<file path="src/rtl/branch_redirect_ctrl_pkg.sv">
// Shared definitions for the EX-stage branch redirect controller:
// branch codes, FSM state encoding and the default flush length.
package branch_redirect_ctrl_pkg;

   localparam logic [2:0] BR_NONE = 3'd0;
   localparam logic [2:0] BR_BEQ  = 3'd1;
   localparam logic [2:0] BR_BNE  = 3'd2;
   localparam logic [2:0] BR_BLT  = 3'd3;
   localparam logic [2:0] BR_BGE  = 3'd4;
   localparam logic [2:0] BR_BLTU = 3'd5;
   localparam logic [2:0] BR_BGEU = 3'd6;
   localparam logic [2:0] BR_JUMP = 3'd7;

   localparam logic [1:0] IDLE     = 2'd0;
   localparam logic [1:0] REDIRECT = 2'd1;
   localparam logic [1:0] FLUSH    = 2'd2;

   localparam int FLUSH_CYCLES_DEFAULT = 2;
   localparam int FLUSH_CNT_W          = 4;

endpackage

</file>
<file path="src/rtl/branch_redirect_ctrl_br_cond_eval.sv">
// Pure combinational branch condition: maps the branch code and ALU compare
// flags to a taken decision. Shared with the branch predictor checker.
module br_cond_eval
   import branch_redirect_ctrl_pkg::*;
(
   input  logic [2:0] br_signal,
   input  logic       eq,
   input  logic       lt,
   input  logic       ltu,
   output logic       taken
);

   // NOTE: taken gets a default before the case so no latch is inferred.
   always_comb begin
      taken = 1'b0;
      case (br_signal)
         BR_BEQ:  taken = eq;
         BR_BNE:  taken = !eq;
         BR_BLT:  taken = lt;
         BR_BGE:  taken = !lt;
         BR_BLTU: taken = ltu;
         BR_BGEU: taken = !ltu;
         BR_JUMP: taken = 1'b1;
         default: taken = 1'b0;
      endcase
   end

endmodule

</file>
<file path="src/rtl/branch_redirect_ctrl.sv">
// EX-stage branch redirect and bounded pipeline flush sequencer.
// Optional statistics counters are enabled with `define BRANCH_STATS_EN.
module branch_redirect_ctrl
   import branch_redirect_ctrl_pkg::*;
#(
   parameter int XLEN         = 32,
   parameter int FLUSH_CYCLES = FLUSH_CYCLES_DEFAULT,
   parameter int CNT_W        = 16
) (
   input  logic             CLK,
   input  logic             RESET,
   input  logic             EX_VALID,
   input  logic [2:0]       BR_SIGNAL,
   input  logic             EQ,
   input  logic             LT,
   input  logic             LTU,
   input  logic [XLEN-1:0]  BR_TARGET,
   input  logic             STALL,
   output logic             PC_SEL,
   output logic [XLEN-1:0]  PC_TARGET,
   output logic             FLUSH_IFID,
   output logic             FLUSH_IDEX,
   output logic             BUSY,
   output logic [CNT_W-1:0] BR_TOTAL,
   output logic [CNT_W-1:0] BR_TAKEN
);

   logic [1:0]             state;
   logic [FLUSH_CNT_W-1:0] flush_cnt;
   logic                   taken;
   logic                   accept;

   br_cond_eval u_cond (
      .br_signal (BR_SIGNAL),
      .eq        (EQ),
      .lt        (LT),
      .ltu       (LTU),
      .taken     (taken)
   );

   // Wrong-path branches behind a redirect are dropped because only IDLE accepts.
   assign accept = (state == IDLE) && EX_VALID && (BR_SIGNAL != BR_NONE) && !STALL;

   // NOTE: sequential state uses non-blocking assignments so every flop samples
   // pre-edge values regardless of block ordering.
   always_ff @(posedge CLK or posedge RESET) begin
      if (RESET) begin
         state     <= IDLE;
         flush_cnt <= '0;
         PC_TARGET <= '0;
      end else begin
         case (state)
            IDLE: begin
               if (accept && taken) begin
                  PC_TARGET <= BR_TARGET;
                  state     <= REDIRECT;
               end
            end
            REDIRECT: begin
               if (!STALL) begin
                  if (FLUSH_CYCLES == 1) begin
                     state <= IDLE;
                  end else begin
                     flush_cnt <= FLUSH_CNT_W'(FLUSH_CYCLES - 1);
                     state     <= FLUSH;
                  end
               end
            end
            FLUSH: begin
               if (!STALL) begin
                  flush_cnt <= flush_cnt - 1'b1;
                  if (flush_cnt == FLUSH_CNT_W'(1)) state <= IDLE;
               end
            end
            default: state <= IDLE;
         endcase
      end
   end

   assign PC_SEL     = (state == REDIRECT);
   assign FLUSH_IFID = (state == REDIRECT) || (state == FLUSH);
   assign FLUSH_IDEX = FLUSH_IFID;
   assign BUSY       = FLUSH_IFID;

`ifdef BRANCH_STATS_EN
   logic [CNT_W-1:0] total_q;
   logic [CNT_W-1:0] taken_q;

   // Saturating counters, cleared only by reset.
   always_ff @(posedge CLK or posedge RESET) begin
      if (RESET) begin
         total_q <= '0;
         taken_q <= '0;
      end else if (accept) begin
         if (total_q != '1) total_q <= total_q + 1'b1;
         if (taken && (taken_q != '1)) taken_q <= taken_q + 1'b1;
      end
   end

   assign BR_TOTAL = total_q;
   assign BR_TAKEN = taken_q;
`else
   assign BR_TOTAL = '0;
   assign BR_TAKEN = '0;
`endif

endmodule

</file>
<file path="config.mk">
export PLATFORM = sky130hd
export DESIGN_NAME = branch_redirect_ctrl
export DESIGN_NICKNAME = d
export VERILOG_FILES = /design/src/rtl/branch_redirect_ctrl_pkg.sv /design/src/rtl/branch_redirect_ctrl_br_cond_eval.sv /design/src/rtl/branch_redirect_ctrl.sv
export SDC_FILE = /design/constraint.sdc
export NUM_CORES = 1
export LEC_CHECK = 0
export CELL_PAD_IN_SITES_DETAIL_PLACEMENT = 1
export CELL_PAD_IN_SITES_GLOBAL_PLACEMENT = 1
export CORE_ASPECT_RATIO = 0.7
export CORE_MARGIN = 8
export CORE_UTILIZATION = 32
export CTS_CLUSTER_DIAMETER = 40
export DETAILED_ROUTE_END_ITERATION = 8
export GPL_ROUTABILITY_DRIVEN = 0
export HOLD_SLACK_MARGIN = 0.08
export PLACE_DENSITY = 0.95
export SETUP_SLACK_MARGIN = 0.15
export SLEW_MARGIN = 20
export SYNTH_ARGS = -nofsm -noshare
export SYNTH_HDL_FRONTEND = slang
export SYNTH_SLANG_ARGS = --single-unit
</file>
<file path="constraint.sdc">
create_clock -name CLK -period 3.2 [get_ports CLK]
set_clock_uncertainty 0.15 [all_clocks]
set_input_delay 0.32 -clock CLK [delete_from_list [all_inputs] [get_ports CLK]]
set_output_delay 0.32 -clock CLK [all_outputs]
set_load 0.02 [all_outputs]
</file>
==> flow_summary.json <==
{
  "status": "finished, final reports clean",
  "synth-simple-area-share_pct": 6.17,
  "grt_usage_pct": 11.7,
  "path_max_fanout": 32,
  "cts-buffers-inserted": 5,
  "synth_warnings": 0,
  "p_leak_nw": 1.40,
  "grt.overflow.total": 0,
  "wl_per_cell_um": 16.9,
  "post_cts_resized": 0,
  "syn_area_per_cell_um2": 13.4,
  "synth_edf_count": 0,
  "finalSetupTns_ns": 0,
  "area_growth_pct": 40.3,
  "min_period_ns": 2.32,
  "rsz0062_at_grt": "false",
  "die_w_um": 113,
  "design_area_um2": 2930,
  "grt_max_degree": 33,
  "placementRows": 24,
  "tightest_slew_ns": 0.712,
  "finalNonFillerCells": 314,
  "ir_drop_mv": 0.511,
  "r2r_end": "PC_TARGET[3]",
  "cts_htree_levels": 2,
  "drt_iter0_drc": 35,
  "ys_async_sr_fraction_pct": 100,
  "clock-sinks": 38,
  "ys_ff_latch": 38,
  "place_hpwl_um": 4250,
  "synthXorXnorAreaFrac_pct": 0,
  "start_kind": "flip-flop",
  "critical_path_arrival_ns": 2.34,
  "clk_latency_ns": 0.29,
  "timing.final.crit_share_pct": 72.4,
  "multi_input_area_um2": 946,
  "via_count": 1351,
  "die_h_um": 83.6,
  "hold_viol_final": 0,
  "port_buffers": 77,
  "grt_pass1_wl_um": 8750,
  "reg2reg_depth": 6,
  "synth_area_um2": 2090,
  "ant_nets": 0,
  "initial_core_util_pct": 33.3,
  "cts.hold.buffers_added": 0,
  "powerDensity_nw_per_um2": 1000,
  "cts_buffer_depth": 2,
  "ff2ff_setup_slack_ns": 0.88,
  "relSlewSlack_pct": 52.5,
  "drv_slew": 0,
  "hold_path_class": "primary input to async pin",
  "worstSetupPathType": "flip-flop to flip-flop",
  "drt-total-wl_um": 5310,
  "nFillCells": 688,
  "post_cts_buffers": 0,
  "synthFlopType": "dfrtp_1",
  "final_common_cell": "clkdlybuf4s50_1",
  "dieArea_um2": 9410,
  "grt_pass1_vias": 1585,
  "seq_area_um2": 951,
  "setup_viol": 0,
  "max_cap_violations": 0,
  "coreArea_um2": 6280,
  "crit_required_ns": 3.23,
  "boundaryPins": 110,
  "ys_types": 28,
  "final_cell_mix": "clkdlybuf4s50_1 (77), dfrtp_1 (38), conb_1 (32), mux2_4 (30), ha_1 (6)",
  "nets": 283,
  "critPathCaptureType": "flip-flop",
  "layout-drive-gt1-share_pct": 20.3,
  "regToRegStartpoint": "state[1]",
  "dp.cells": 306,
  "antenna_found_initial": 0,
  "path_clk_slew_ns": 0.08,
  "drc": 0,
  "via_per_inst": 4.30,
  "tritoncts": "done",
  "diodes": 0,
  "seq_area_frac_synth_pct": 45.5,
  "synth-compound-area-share_pct": 5.57,
  "drtPass1Iterations": 4,
  "netlist_instances": 156,
  "clock.fmax_mhz": 432,
  "dpl_cell_area_um2": 2790,
  "holdWs_ns": 0.283,
  "synth_top_family_by_area": "multiplexers",
  "synthMuxAreaShare_pct": 24.2,
  "cts-root-buf": "clkbuf_8",
  "synthAdderAreaFrac_pct": 3.59
}
critical path: stages, from the launching register on:
cell and delay, ns:
dfrtp_1 0.43, inv_1 0.13, ha_1 0.26, nand3b_1 0.15, a31oi_4 0.25, nand2_4 0.36
mux2_4 0.43
final cells by class:
class / instances / share of cell area [%]
clock inverter: 3 / 2.35
timing repair buffer: 78 / 26.6
inverter: 5 / 0.641
clock buffer: 5 / 2.35
multi-input combinational: 107 / 32.3
sequential: 38 / 32.5
tap: 78 / 3.33
layer usage:
metal  up-vias  global-route usage (%)  wire length (um)
met4         0                    4.76                71
met1       661                    14.0              2340
li1        628                       -                 -
met3         5                    3.54               294
met2        57                    19.0              2600
met5         -                       0                 0
worst max path at each step:
stage	start	end	cells after the start	slack, ns
global route	state[1]	PC_TARGET[26]	6	0.73
floorplan	state[0]	PC_TARGET[0]	7	1.36
finish	state[1]	PC_TARGET[3]	6	0.88
global placement	BR_SIGNAL[0]	PC_TARGET[20]	5	0.70
CTS	state[1]	PC_TARGET[18]	6	0.86
detailed placement	BR_SIGNAL[0]	PC_TARGET[18]	5	0.64
sequential cells by signal, indices dropped and copies added, names as in the netlist:
register and flops:
state 2, flush_cnt 4, PC_TARGET 32
cells by family (layout without fill, tap and decap cells):
family	Yosys count	after routing
multiplexers	35	35
flip-flops	38	38
adder cells (fa/ha/maj)	6	6
other	1	32
buffers and inverters	42	91
AO/OA/AOI/OAI	13	13
AND/OR/NAND/NOR	21	21
stage by stage:
stage | utilization, % | power [mW] | worst slack, ns
2_1_floorplan | - | 1.83 | 1.36
3_3_place_gp | 44.5 | 2.40 | 0.703
3_5_place_dp | 44.5 | 2.46 | 0.640
4_1_cts | 46.7 | 2.98 | 0.861
5_1_grt | 46.7 | 3.11 | 0.733
6_report | 46.7 | 2.94 | 0.884
cell usage after synthesis, types with 2 or more instances:
library cell  number  share of area, %
a21o_1             3               1.1
a22o_1             2              0.84
buf_4             34                12
buf_6              3               1.6
dfrtp_1           38                46
ha_1               6               3.6
inv_1              5              0.90
mux2_2             4               2.2
mux2_4            30                22
nand2_1            5              0.90
nand2b_1           3              0.90
nand3_1            2              0.48
nand3b_1           2              0.72
nand4_1            2              0.60
o211ai_1           2              0.72
o21ai_0            2              0.48
o221a_2            2               1.1
power breakdown:
group	switching [mW]	internal, mW
clock network	0.186	0.313
registers	0.158	0.719
logic	0.706	0.854
Note: power is estimated with default switching activity, not from simulation.
